`src/rtl/fifo_burst_arbiter.sv`:
```
// Round-robin arbiter with bounded burst locking. It registers the winning
// request word into a single output stage that feeds a FWFT FIFO input port.
module fifo_burst_arbiter #(
  parameter int NUM_REQ    = 4,
  parameter int DATA_WIDTH = 64,
  parameter int MAX_BURST  = 4,
  parameter int SRC_WIDTH  = $clog2(NUM_REQ)
) (
  input  logic                          clk,
  input  logic                          reset,
  input  logic [NUM_REQ-1:0]            i__req_valid,
  input  logic [NUM_REQ*DATA_WIDTH-1:0] i__req_data,
  output logic [NUM_REQ-1:0]            o__req_ready,
  output logic                          o__data_out_valid,
  output logic [DATA_WIDTH-1:0]         o__data_out,
  output logic [SRC_WIDTH-1:0]          o__data_out_src,
  input  logic                          i__data_out_ready
);

  localparam int                   CNT_WIDTH = $clog2(MAX_BURST + 1);
  localparam logic [CNT_WIDTH-1:0] CNT_MAX   = CNT_WIDTH'(MAX_BURST);
  localparam logic [CNT_WIDTH-1:0] CNT_ONE   = CNT_WIDTH'(1);
  localparam logic [SRC_WIDTH-1:0] PTR_RST   = SRC_WIDTH'(NUM_REQ - 1);

  logic                  out_valid_q, out_valid_d;
  logic [DATA_WIDTH-1:0] out_data_q, out_data_d;
  logic [SRC_WIDTH-1:0]  out_src_q, out_src_d;
  logic [SRC_WIDTH-1:0]  rr_ptr_q, rr_ptr_d;
  logic [SRC_WIDTH-1:0]  burst_owner_q, burst_owner_d;
  logic [CNT_WIDTH-1:0]  burst_cnt_q, burst_cnt_d;

  logic                  out_free;
  logic                  lock_hit;
  logic                  grant_valid;
  logic [SRC_WIDTH-1:0]  grant_idx;
  logic [DATA_WIDTH-1:0] req_data_arr [NUM_REQ];
  logic [SRC_WIDTH-1:0]  scan_idx     [NUM_REQ];
  logic [NUM_REQ-1:0]    scan_hit;

  assign out_free = !out_valid_q || i__data_out_ready;

  // scan_idx[gi] is the candidate at priority position gi. rr_ptr itself comes last.
  generate
    for (genvar gi = 0; gi < NUM_REQ; gi++) begin : g_req
      assign req_data_arr[gi] = i__req_data[gi*DATA_WIDTH +: DATA_WIDTH];
      assign scan_idx[gi]     = SRC_WIDTH'((int'(rr_ptr_q) + gi + 1) % NUM_REQ);
      assign scan_hit[gi]     = i__req_valid[scan_idx[gi]];
      assign o__req_ready[gi] = grant_valid && (grant_idx == SRC_WIDTH'(gi));
    end
  endgenerate

  assign lock_hit = (burst_cnt_q != '0) && (burst_cnt_q < CNT_MAX) &&
                    i__req_valid[burst_owner_q];

  // rr_ptr equals burst_owner whenever burst_cnt is non-zero. The scan after a
  // burst has ended therefore starts at owner+1.
  always_comb begin
    grant_valid = 1'b0;
    grant_idx   = '0;
    if (reset && out_free) begin
      if (lock_hit) begin
        grant_valid = 1'b1;
        grant_idx   = burst_owner_q;
      end else begin
        for (int k = NUM_REQ - 1; k >= 0; k--) begin
          if (scan_hit[k]) begin
            grant_valid = 1'b1;
            grant_idx   = scan_idx[k];
          end
        end
      end
    end
  end

  always_comb begin
    out_valid_d   = out_valid_q;
    out_data_d    = out_data_q;
    out_src_d     = out_src_q;
    rr_ptr_d      = rr_ptr_q;
    burst_owner_d = burst_owner_q;
    burst_cnt_d   = burst_cnt_q;
    if (grant_valid) begin
      out_valid_d = 1'b1;
      out_data_d  = req_data_arr[grant_idx];
      out_src_d   = grant_idx;
      rr_ptr_d    = grant_idx;
      // A re-grant to the owner after a full burst restarts the count at 1.
      if (lock_hit) begin
        burst_cnt_d = burst_cnt_q + CNT_ONE;
      end else begin
        burst_owner_d = grant_idx;
        burst_cnt_d   = CNT_ONE;
      end
    end else if (out_free) begin
      out_valid_d = 1'b0;
      if (!i__req_valid[burst_owner_q]) begin
        burst_cnt_d = '0;
      end
    end
  end

  always_ff @(posedge clk or negedge reset) begin
    if (!reset) begin
      out_valid_q   <= 1'b0;
      out_data_q    <= '0;
      out_src_q     <= '0;
      rr_ptr_q      <= PTR_RST;
      burst_owner_q <= '0;
      burst_cnt_q   <= '0;
    end else begin
      out_valid_q   <= out_valid_d;
      out_data_q    <= out_data_d;
      out_src_q     <= out_src_d;
      rr_ptr_q      <= rr_ptr_d;
      burst_owner_q <= burst_owner_d;
      burst_cnt_q   <= burst_cnt_d;
    end
  end

  assign o__data_out_valid = out_valid_q;
  assign o__data_out       = out_data_q;
  assign o__data_out_src   = out_src_q;

endmodule

```
`config.mk`:
```
export PLATFORM = sky130hd
export DESIGN_NAME = fifo_burst_arbiter
export DESIGN_NICKNAME = d
export VERILOG_FILES = /design/src/rtl/fifo_burst_arbiter.sv
export SDC_FILE = /design/constraint.sdc
export NUM_CORES = 1
export LEC_CHECK = 0
export CAP_MARGIN = 0
export CORE_MARGIN = 5
export CORE_UTILIZATION = 31
export DETAILED_ROUTE_END_ITERATION = 8
export PLACE_DENSITY = 0.82
export SETUP_SLACK_MARGIN = 0.15
export SLEW_MARGIN = 20
export SYNTH_ARGS = -nofsm -noshare
export SYNTH_HDL_FRONTEND = slang
export SYNTH_SLANG_ARGS = --single-unit
```
`constraint.sdc`:
```
create_clock -name clk -period 4 [get_ports clk]
set_input_delay 0.4 -clock clk [delete_from_list [all_inputs] [get_ports clk]]
set_output_delay 0.4 -clock clk [all_outputs]
set_load 0.02 [all_outputs]
```
* After elaboration in Yosys (flattened, before gate mapping)
Cells that the tools add are included.
Widths: inputs -> output; s select.
** Operators by class
- Order comparisons :: 7
- Add/sub/neg operators :: 7
- Eq/ne operators :: 4
- Reductions and logical operators :: 14
- Bitwise logic cells :: 2
- Muxes and demuxes :: 31
** Operator list (number)
- $bmux 64 s2 :: 1
- $mux 64 :: 2
- $lt 2x3->1 const B :: 5
- $mux 1 :: 13
- $mux 2 :: 6
- $mux 3 :: 4
- $bmux 1 s2 :: 5
- $add 2x1->2 const B :: 4
- $logic_and 1x1->1 :: 7
- $add 2x2->2 const B :: 2
- $eq 2x2->1 const B :: 2
- $reduce_and 2->1 :: 2
- $add 3x1->3 const B :: 1
- $ge 3x3->1 const B :: 1
- $lt 3x3->1 const B :: 1
- $not 2->3 :: 1
- $reduce_bool 3->1 :: 1
- $eq 2x1->1 const B :: 1
- $logic_not 2->1 :: 1
- $ne 2x2->1 const B :: 1
- $reduce_bool 2->1 :: 1
- $logic_not 1->1 :: 1
- $logic_or 1x1->1 :: 1
- $not 1->1 :: 1
** Word-level totals
- Register bits :: 74
- Output and inout port bits :: 71
- Word-level logic and storage cells :: 71

* Logic depth before layout (Yosys ltp)
- Depth after elaboration :: 14
- Mapped depth :: 11
- Gate-level depth less buffers :: 8

* Least setup slack after synthesis
Ideal clock, no wire load.
- Kind :: reg-to-output
- Start :: register burst_cnt_q[0]
- End :: output port o__req_ready[3]
- Data arrival time :: 2.257 ns
- Stages on the path, launching flop included :: 11
- Slack :: 1.343 ns
- Cells stage by stage :: dfrtp_1 -> inv_1 -> ha_1 -> nor3b_2 -> and2_1 -> nor4b_2 -> or2_1 -> buf_6 -> buf_2 -> buf_2 -> nor3_1
** Between the ends
- Cells in the longest elaborated chain, start to end :: 7
- Elaborated cells on any way between the ends :: 10
- Those cells by class :: 1 x order compare; 1 x eq/ne; 4 x mux; 4 x reduce/logical
** Ends and longest elaborated chain
- start: declaration :: line 30 : logic [CNT_WIDTH-1:0] burst_cnt_q, burst_cnt_d;
- start signal: assignment :: line 116 : burst_cnt_q <= burst_cnt_d;
- $lt 3x3->1 or $reduce_bool 3->1 (tied branches) :: line 52 : assign lock_hit = (burst_cnt_q != '0) && (burst_cnt_q < CNT_MAX) &&
- $logic_and 1x1->1 * (2 in series) :: line 52
- $mux 2 :: line 61 : if (lock_hit) begin
- $mux 2 :: line 60 : if (reset && out_free) begin
- $eq 2x2->1 :: line 48 : assign o__req_ready[gi] = grant_valid && (grant_idx == SRC_WIDTH'(gi));
- $logic_and 1x1->1 * :: line 48
- end: declaration :: line 13 : output logic [NUM_REQ-1:0] o__req_ready,
Mark *: on every way between the ends. The rest lies on a longest branch, timed or not.

* Final worst setup path
- Start :: input port i__req_valid[3]
- End :: output port o__req_ready[2]
** Between the ends
- Cells in the longest elaborated chain, start to end :: 10
- Elaborated cells on any way between the ends :: 25
- Those cells by class :: 1 x eq/ne; 22 x mux; 2 x reduce/logical
** Ends and longest elaborated chain
- start: declaration :: line 11 : input logic [NUM_REQ-1:0] i__req_valid,
- $bmux 1 s2 :: line 47 : assign scan_hit[gi] = i__req_valid[scan_idx[gi]];
- $mux 1 (not written as such) :: line 47
- $mux 2 (4 in series) :: line 66 : if (scan_hit[k]) begin
- $mux 2 :: line 61
- $mux 2 :: line 60
- $eq 2x2->1 :: line 48
- $logic_and 1x1->1 * :: line 48
Mark *: on every way between the ends. The rest lies on a longest branch, timed or not. The select of a mux whose other input is x is not followed.

==> results.ini <==
[place]
post-place-cells = 927
post-dp-hpwl_um = 14200
place_area_um2 = 8080
place_congestion = 0.829
portBuffers = 333

[setup_path]
r2r_start = burst_cnt_q[0]
max_stage_delay_ns = 0.64
cp_max_fo = 6
start_kind = primary input
cp-end-kind = output port
path_class = primary input to output port
worstRegToRegCells = 10
cp.required_ns = 3.60
r2r_end = o__data_out[44]
cp_cell_sequence = clkdlybuf4s50_1 > mux2_4 > and2_1 > nor4b_2 > nor2_4 > nor3_1 > clkdlybuf4s50_1
ff2ff_setup_slack_ns = 1.21
slowest_stage = clkdlybuf4s50_1
crit_arrival_ns = 2.73
critPathMostFrequentCell = clkdlybuf4s50_1

[yosys]
synth_ff_type = dfrtp_1
syn_inst = 439
syn_nets = 704
seq_area_frac_synth = 0.402
async_flop_share = 1.00
avgSynthCellArea_um2 = 10.5
synth_edf_count = 0
ys_types = 39
synth_area_um2 = 4610
ys_warn_count = 0
ys_seq_elements = 74

[sta]
fin_crit_sh = 0.783
fmax_mhz = 319
report.final.slew_viol_count = 0
finalHoldViolCount = 0
fin_crit_ns = 3.13
clock-skew-final_ns = 0.00804
timing.setup.tns_ns = 0
setup_viol = 0
maxSlewHeadroom = 0.294
rsz0062_at_grt = no
max_slew.worst_pin.slew_ns = 1.06

[detailed_routing]
met1_length_um = 7170
first_pass_iters = 5
ant_nets = 0
drc = 0
routed-wl-met3_um = 1500
via_per_inst = 5.33
dr.max_layer_used = met4
wl_met2_um = 9100
drtIter0Drc = 180
drt_wl_total_um = 18300
vias = 5035
wl_per_cell_um = 19.3

[floorplan]
die_w_um = 132
initial_core_util = 0.316
die_area_um2 = 17400
coreArea_um2 = 14600
placementRows = 44
num_io_pins = 334
die_h_um = 132

[cells_and_area]
final_cells = 944
multi_input_area_um2 = 2480
fin_nets = 1020
drive_gt1_frac = 0.0934
register_area_um2 = 1850
mostFrequentLayoutCells = clkdlybuf4s50_1 (332), dfrtp_1 (72), mux2i_1 (69), nand2_1 (46), a221oi_1 (40)
fillCellCount = 1251
areaGrowthSynthToFinish_pct = 82.8
diodes = 0
final_common_cell = clkdlybuf4s50_1
final_area_um2 = 8430

[global_routing]
grtUsageTotal = 0.196
grt_pass1_wl_um = 27900
grt_pass1_vias = 5122
grt_max_degree = 53
antenna_found_initial = 0
gr-total-overflow = 0

[flow_run]
cap_violations = 0

[clock_tree]
cts.sink_count = 74
hold_buffers = 1
insertion_delay_ns = 0.34
cts_buffers = 9
cts-resized-gates = 0
ctsLongestPathBuffers = 2
cts.clk_slew.worst_paths_ns = 0.06
cts_root_buf = clkbuf_16
htreeDepth = 3
cts_tree = done
cts_setup_buffers = 0

[power]
power_leakage_nw = 3.45
pwr_density_cell_nw_per_um2 = 618
ir_drop_mv = 0.355

[hold_path]
worstHoldPathType = primary input to async pin

[outcome]
outcome = finished clean

==> sequential cells by signal (all words and copies together) (netlist names) <==
| register | count |
|---|---|
| burst_owner_q | 2 |
| o__data_out | 64 |
| rr_ptr_q | 2 |
| burst_cnt_q | 3 |
| o__data_out_src | 2 |
| o__data_out_valid | 1 |
==> worst max-delay path: cells and delay by family <==
family,cells,cell delay [ns]
mux,1,0.31
buf+inv,2,1.13
simple gates,4,0.88
==> synthesized netlist by cell type (4+ instances only) <==
master / count / area share
clkbuf_1: 17 / 0.014
a21oi_1: 25 / 0.027
a32oi_1: 10 / 0.019
dfrtp_1: 72 / 0.39
nor3_1: 4 / 0.0043
nand3_1: 10 / 0.011
a221oi_2: 22 / 0.072
o221ai_1: 14 / 0.027
buf_2: 13 / 0.014
o211ai_1: 9 / 0.015
nand2_1: 46 / 0.037
a22oi_1: 9 / 0.015
nand2b_1: 4 / 0.0054
nor2_1: 30 / 0.024
a21o_1: 4 / 0.0065
buf_6: 9 / 0.022
a221oi_1: 40 / 0.076
mux2i_1: 69 / 0.15
==> report_power, final <==
part / switching (W) / internal, W / total [W]
clock network: 0.000327 / 0.000597 / 0.000924
logic: 0.00148 / 0.00146 / 0.00294
registers: 0.000224 / 0.00112 / 0.00134
==> metrics by stage <==
| stage | utilization | hold WS [ns] | setup slack [ns] | power (W) |
|---|---|---|---|---|
| 2_1_floorplan | - | 0.104 | 1.34 | 0.00302 |
| 4_1_cts | 0.578 | 0.481 | 0.843 | 0.00525 |
| 6_report | 0.578 | 0.476 | 0.870 | 0.00521 |
| 5_1_grt | 0.578 | 0.484 | 0.720 | 0.00549 |
| 3_5_place_dp | 0.554 | 0.249 | 0.802 | 0.00431 |
| 3_3_place_gp | 0.554 | 0.246 | 0.940 | 0.00426 |
==> how the worst max path moves through the flow <==
| stage | end | start | slack, ns |
|---|---|---|---|
| after detailed placement | o__data_out[51] | i__req_valid[1] | 0.80 |
| after floorplan | o__req_ready[3] | burst_cnt_q[0] | 1.34 |
| after global placement | o__req_ready[3] | i__req_valid[3] | 0.94 |
| after CTS | o__req_ready[2] | i__req_valid[1] | 0.84 |
| final | o__req_ready[2] | i__req_valid[3] | 0.87 |
| after global routing | o__req_ready[2] | i__req_valid[3] | 0.72 |
==> cells by family (layout without fill, tap and decap cells) <==
family | count (synthesis) | count (layout) | share of synthesized area
compound gates | 141 | 141 | 0.270
fa+ha+maj | 2 | 2 | 0.00543
buf+inv | 46 | 367 | 0.0640
flops | 74 | 74 | 0.402
mux | 72 | 72 | 0.158
simple gates | 104 | 104 | 0.101
==> layout make-up <==
class	instances	area share
clock buffer	12	0.0316
sequential	74	0.220
clock inverter	4	0.00861
tap	184	0.0273
timing repair buffer	349	0.417
multi-input combinational	319	0.295
inverter	2	0.000890
==> layer usage <==
layer / vias up / GRT usage
met4: 0 / 0.0760
met3: 34 / 0.0550
li1: 2357 / -
met2: 261 / 0.333
met5: - / 0
met1: 2383 / 0.236
Power figures use the tool's default switching activity.
